===== config.mk =====
export PLATFORM = sky130hd
export DESIGN_NAME = cla_op_stream
export DESIGN_NICKNAME = d
export VERILOG_FILES = /design/src/rtl/cla_stream_pkg.sv /design/src/rtl/sync_fifo.sv /design/src/rtl/cla_op_stream.sv
export SDC_FILE = /design/constraint.sdc
export NUM_CORES = 1
export LEC_CHECK = 0
export CORE_UTILIZATION = 58
export CTS_BUF_LIST = sky130_fd_sc_hd__clkbuf_2 sky130_fd_sc_hd__clkbuf_4 sky130_fd_sc_hd__clkbuf_8
export CTS_CLUSTER_SIZE = 20
export DETAILED_ROUTE_END_ITERATION = 10
export PLACE_DENSITY = 0.88
export SYNTH_ARGS = -nofsm -noshare
export SYNTH_HDL_FRONTEND = slang
export SYNTH_SLANG_ARGS = --single-unit

===== constraint.sdc =====
create_clock -name clk -period 2.4 [get_ports clk]
set_input_delay 0.48 -clock clk [delete_from_list [all_inputs] [get_ports clk]]
set_output_delay 0.48 -clock clk [all_outputs]
set_load 0.01 [all_outputs]

===== src/rtl/cla_stream_pkg.sv =====
// Shared constants and types for the CLA operand/result streaming wrapper.
package cla_stream_pkg;
  localparam int CLA_W   = 5;
  localparam int ADD_LAT = 2;
  typedef logic [CLA_W:0] cla_result_t;
endpackage


===== src/rtl/sync_fifo.sv =====
// Single-clock FIFO with extra-MSB pointers; full when the MSBs differ and the rest match.
module sync_fifo #(
  parameter int WIDTH = 8,
  parameter int DEPTH = 4
) (
  input  logic                     clk,
  input  logic                     rst_n,
  input  logic                     wr_en,
  input  logic [WIDTH-1:0]         wr_data,
  input  logic                     rd_en,
  output logic [WIDTH-1:0]         rd_data,
  output logic                     full,
  output logic                     empty,
  output logic [$clog2(DEPTH):0]   count
);
  localparam int AW = $clog2(DEPTH);

  logic [WIDTH-1:0] mem_q [DEPTH];
  logic [AW:0]      wptr_q, rptr_q;
  logic             do_wr, do_rd;

  assign full    = (wptr_q[AW] != rptr_q[AW]) && (wptr_q[AW-1:0] == rptr_q[AW-1:0]);
  assign empty   = (wptr_q == rptr_q);
  assign count   = wptr_q - rptr_q;
  assign rd_data = mem_q[rptr_q[AW-1:0]];
  assign do_wr   = wr_en && !full;
  assign do_rd   = rd_en && !empty;

  always_ff @(posedge clk or negedge rst_n) begin
    if (!rst_n) begin
      wptr_q <= '0;
      rptr_q <= '0;
    end else begin
      if (do_wr) wptr_q <= wptr_q + 1'b1;
      if (do_rd) rptr_q <= rptr_q + 1'b1;
    end
  end

  // Storage needs no reset: pointers alone define what is valid.
  always_ff @(posedge clk) begin
    if (do_wr) mem_q[wptr_q[AW-1:0]] <= wr_data;
  end
endmodule


===== src/rtl/cla_op_stream.sv =====
// Issue/capture stage around a registered-output CLA adder: operand FIFO in,
// credit-limited issue, fixed-latency capture into an in-order result FIFO.
module cla_op_stream
  import cla_stream_pkg::*;
#(
  parameter int W      = CLA_W,
  parameter int DEPTH  = 4,
  parameter int RDEPTH = 4
) (
  input  logic         clk,
  input  logic         rst,
  input  logic         in_valid,
  output logic         in_ready,
  input  logic [W-1:0] in_a,
  input  logic [W-1:0] in_b,
  output logic [W-1:0] add_a,
  output logic [W-1:0] add_b,
  input  logic [W-1:0] add_sum,
  input  logic         add_cout,
  output logic         out_valid,
  input  logic         out_ready,
  output logic [W:0]   out_result,
  output logic         idle
);
  localparam int RAW = $clog2(RDEPTH);
  localparam int OW  = RAW + 2;

  logic [2*W-1:0]          op_head;
  logic                    op_full, op_empty;
  logic [$clog2(DEPTH):0]  op_count;
  logic [W:0]              res_head;
  logic                    res_full, res_empty;
  logic [RAW:0]            res_count;
  logic [ADD_LAT-1:0]      fl_q;
  logic [W-1:0]            add_a_q, add_b_q;
  logic [OW-1:0]           occ;
  logic                    issue, pop;

  assign in_ready = rst && !op_full;
  assign pop      = out_valid && out_ready;

  // Credit: results already held plus those still inside the adder must fit.
  always_comb begin
    occ = OW'(res_count);
    for (int i = 0; i < ADD_LAT; i++) occ = occ + OW'(fl_q[i]);
  end
  assign issue = !op_empty && (occ < OW'(RDEPTH));

  sync_fifo #(.WIDTH(2*W), .DEPTH(DEPTH)) u_op_fifo (
    .clk    (clk),
    .rst_n  (rst),
    .wr_en  (in_valid && in_ready),
    .wr_data({in_a, in_b}),
    .rd_en  (issue),
    .rd_data(op_head),
    .full   (op_full),
    .empty  (op_empty),
    .count  (op_count)
  );

  sync_fifo #(.WIDTH(W+1), .DEPTH(RDEPTH)) u_res_fifo (
    .clk    (clk),
    .rst_n  (rst),
    .wr_en  (fl_q[ADD_LAT-1]),
    .wr_data({add_cout, add_sum}),
    .rd_en  (pop),
    .rd_data(res_head),
    .full   (res_full),
    .empty  (res_empty),
    .count  (res_count)
  );

  always_ff @(posedge clk or negedge rst) begin
    if (!rst) begin
      fl_q    <= '0;
      add_a_q <= '0;
      add_b_q <= '0;
    end else begin
      fl_q <= {fl_q[ADD_LAT-2:0], issue};
      if (issue) begin
        add_a_q <= op_head[2*W-1:W];
        add_b_q <= op_head[W-1:0];
      end
    end
  end

  assign add_a      = add_a_q;
  assign add_b      = add_b_q;
  assign out_valid  = !res_empty;
  assign out_result = res_empty ? '0 : res_head;
  assign idle       = (op_count == '0) && !(|fl_q) && res_empty;

  a_no_res_overflow: assert property (@(posedge clk) disable iff (!rst)
    fl_q[ADD_LAT-1] |-> !res_full);
endmodule


==> results_dict.tcl <==
set metrics [dict create \
    status "complete, but fails checks" \
    violations "setup timing" \
    ir_drop_v 0.000780 \
    maxCapViolations 0 \
    synth-simple-area-share_pct 3.80 \
    final_util_pct 75.0 \
    grt_pass1_vias 1907 \
    setup_viol 1 \
    cp-start-kind "flip-flop" \
    drt-initial-drc-count 112 \
    io-pin-count 39 \
    final_cell_mix "edfxtp_1 (64), clkdlybuf4s50_1 (29), dfrtp_1 (23)" \
    crit_fanout 2 \
    seq_area_um2 2520 \
    synth_fa_ha_area_share_pct 6.24 \
    path_cells "ha_4 > fa_1 > or4bb_1 > nor3b_2 > buf_2" \
    period_share_pct 110 \
    holdPathStages 0 \
    tightest_slew_ps 493 \
    synth.distinct_cells 26 \
    skew_ps 7.68 \
    rsz0062_at_grt "true" \
    fp.dieArea_um2 6620 \
    slowest_stage "fa_1" \
    antenna_left 0 \
    clockBufferDepth 2 \
    finalMaxSlewViolations 0 \
    cts_tree "yes" \
    placed_cell_area_um2 4230 \
    vias_per_cell 5.61 \
    grt_overflow_total 0 \
    holdPathEnd "fl_q[1]" \
    crit_path_end_kind "output port" \
    layout-drive-gt1-share_pct 29.8 \
    start_util_pct 61.0 \
    num_rows 28 \
    drc 0 \
    p_per_area_nw_per_um2 1420 \
    final_area_um2 4490 \
    rr_worst_depth 7 \
    cts_max_level 3 \
    dp_hpwl_um 4200 \
    max_freq_mhz 380 \
    r2r_start "u_res_fifo.wptr_q[0]" \
    wire_per_inst_um 18.8 \
    timing.rr.end "add_a[4]" \
    yosysSeqAreaShare_pct 69.1 \
    multiInputGateArea_um2 1110 \
    core_um2 5990 \
    crit_type "reg2out" \
    final_common_cell "edfxtp_1" \
    fp.dieH_um 81.4 \
    cts.clk_slew.worst_paths_ps 90 \
    min_period_ps 2630 \
    synth_warnings 0 \
    synth-xor-area-share_pct 3.25 \
    crit_required_ps 1920 \
    cp_slowest_stage_delay_ps 470 \
    clk_latency_ps 350 \
    worst_slack_ps -235 \
    cts_sinks 88 \
    ys_seq_elements 88 \
    antenna_found_initial 0 \
    synthToLayoutAreaGrowth_pct 23.0 \
    synth_area_um2 3650 \
    crit_arrival_ps 2150 \
    die_x_um 81.4 \
    antennaDiodeCount 0 \
    portBuffers 38 \
    rrSetupSlack_ps 240 \
    path_buf_inv 1 \
    vias 1867 \
    instances_no_fill 333 \
    hp-start "fl_q[0]" \
    synth_top_family_by_area "multiplexers" \
    nFillCells 337 \
    grtUsageTotal_pct 21.5 \
    cpLargestDelayFamily "adder cells" \
    grt_pass1_wl_um 9800 \
    syn_nets 225 \
    synth_compound_area_share_pct 1.20 \
    p_leak_nw 1.71 \
    nNetsFinal 290 \
    hold_path.class "reg2reg" \
    synthMuxAreaShare_pct 14.6 \
    numCtsBuffers 9 \
    grt_start_max_net_pins 25 \
    cts-root-buf "clkbuf_8" \
    dp.cells 313 \
    hold_viol_final 0 \
    slew-limit-headroom_pct 67.1 \
    dr.pass1.iters 4 \
    avgSynthCellArea_um2 19.4 \
    drt-total-wl_um 6270 \
    synth_cells 188 \
    gp_congestion 0.790 \
]
==> synth_stat cells <==
master | n | area, µm²
mux2_2 | 6 | 67.6
xor2_1 | 4 | 35.0
nor3b_1 | 1 | 7.51
ha_1 | 15 | 188
o21a_1 | 1 | 7.51
a31oi_1 | 1 | 6.26
nand3_1 | 2 | 10.0
inv_1 | 8 | 30.0
clkbuf_1 | 1 | 3.75
xnor2_1 | 7 | 61.3
dfrtp_1 | 24 | 601
xnor3_1 | 1 | 22.5
mux4_2 | 16 | 360
o21ai_0 | 1 | 5.00
fa_1 | 2 | 40.0
o221a_4 | 1 | 20.0
or4bb_1 | 1 | 11.3
mux2_4 | 7 | 105
nand2_1 | 6 | 22.5
buf_12 | 1 | 20.0
a21oi_1 | 1 | 5.00
and2_1 | 10 | 62.6
buf_2 | 2 | 10.0
edfxtp_1 | 64 | 1920
and3_1 | 4 | 25.0
buf_1 | 1 | 3.75
==> stage by stage <==
step                      hold slack [ps]  setup WS, ps  power (W)  TNS [ps]
final                                 413          -235    0.00639      -235
after global routing                  419          -330    0.00679      -330
after CTS                             418          -281    0.00633      -281
after detailed placement              396          -425    0.00538      -425
after global placement                387          -375    0.00526      -377
after floorplan                       184          20.2    0.00442         0
==> cells by family (layout without fill, tap and decap cells) <==
group | count (synthesis) | count (layout)
xor+xnor | 12 | 12
flops | 88 | 88
buf+inv | 13 | 83
compound gates | 5 | 5
fa+ha+maj | 17 | 17
mux | 29 | 29
simple gates | 24 | 24
==> power breakdown <==
part | total, W | internal [W] | leakage, nW | switching [W]
registers | 0.00228 | 0.00207 | 0.863 | 0.000208
clock network | 0.000922 | 0.000386 | 0.0919 | 0.000537
logic | 0.00319 | 0.00179 | 0.758 | 0.00140
==> worst max path at each step <==
| stage | startpoint | slack (ps) | cells past startpoint | endpoint |
|---|---|---|---|---|
| 6_report | u_op_fifo.rptr_q[0] | -230 | 5 | idle |
| 5_1_grt | u_op_fifo.rptr_q[0] | -330 | 5 | idle |
| 4_1_cts | u_op_fifo.rptr_q[0] | -280 | 5 | idle |
| 3_5_place_dp | u_op_fifo.wptr_q[0] | -430 | 6 | idle |
| 3_3_place_gp | u_op_fifo.rptr_q[0] | -380 | 5 | idle |
| 2_1_floorplan | u_op_fifo.wptr_q[0] | 20 | 5 | idle |
==> final cells by class <==
| cell class | count | area share (%) |
|---|---|---|
| inverters | 8 | 0.668 |
| flip-flops and latches | 88 | 56.2 |
| clock buffers | 9 | 2.76 |
| clock inverters | 7 | 1.34 |
| repair buffers | 59 | 12.2 |
| well taps | 75 | 2.09 |
| multi-input cells | 87 | 24.8 |
==> sequential cells by signal, summed over array words and instances, names as in the netlist <==
register and count:
add_a 5, add_b 5, fl_q 2, u_op_fifo.mem_q 40, u_op_fifo.rptr_q 3, u_op_fifo.wptr_q 3
u_res_fifo.mem_q 24, u_res_fifo.rptr_q 3, u_res_fifo.wptr_q 3
==> layer usage <==
layer / GRT usage [%] / wire [µm] / vias to the layer above / share of wire [%]
met1: 27.5 / 2550 / 955 / 41
li1: - / - / 846 / -
met3: 6.52 / 333 / 6 / 5.3
met5: 0 / 0 / - / 0
met4: 6.61 / 46 / 0 / 0.73
met2: 35.5 / 3340 / 60 / 53
==> what timing repair did <==
item                       in CTS  in global routing
setup buffers                   1                  3
setup endpoints to repair       9                  9
hold buffers                    0                  0
resized for setup              20                 13
pin swaps                       2                  2
Note: power is estimated with default switching activity, not from simulation.
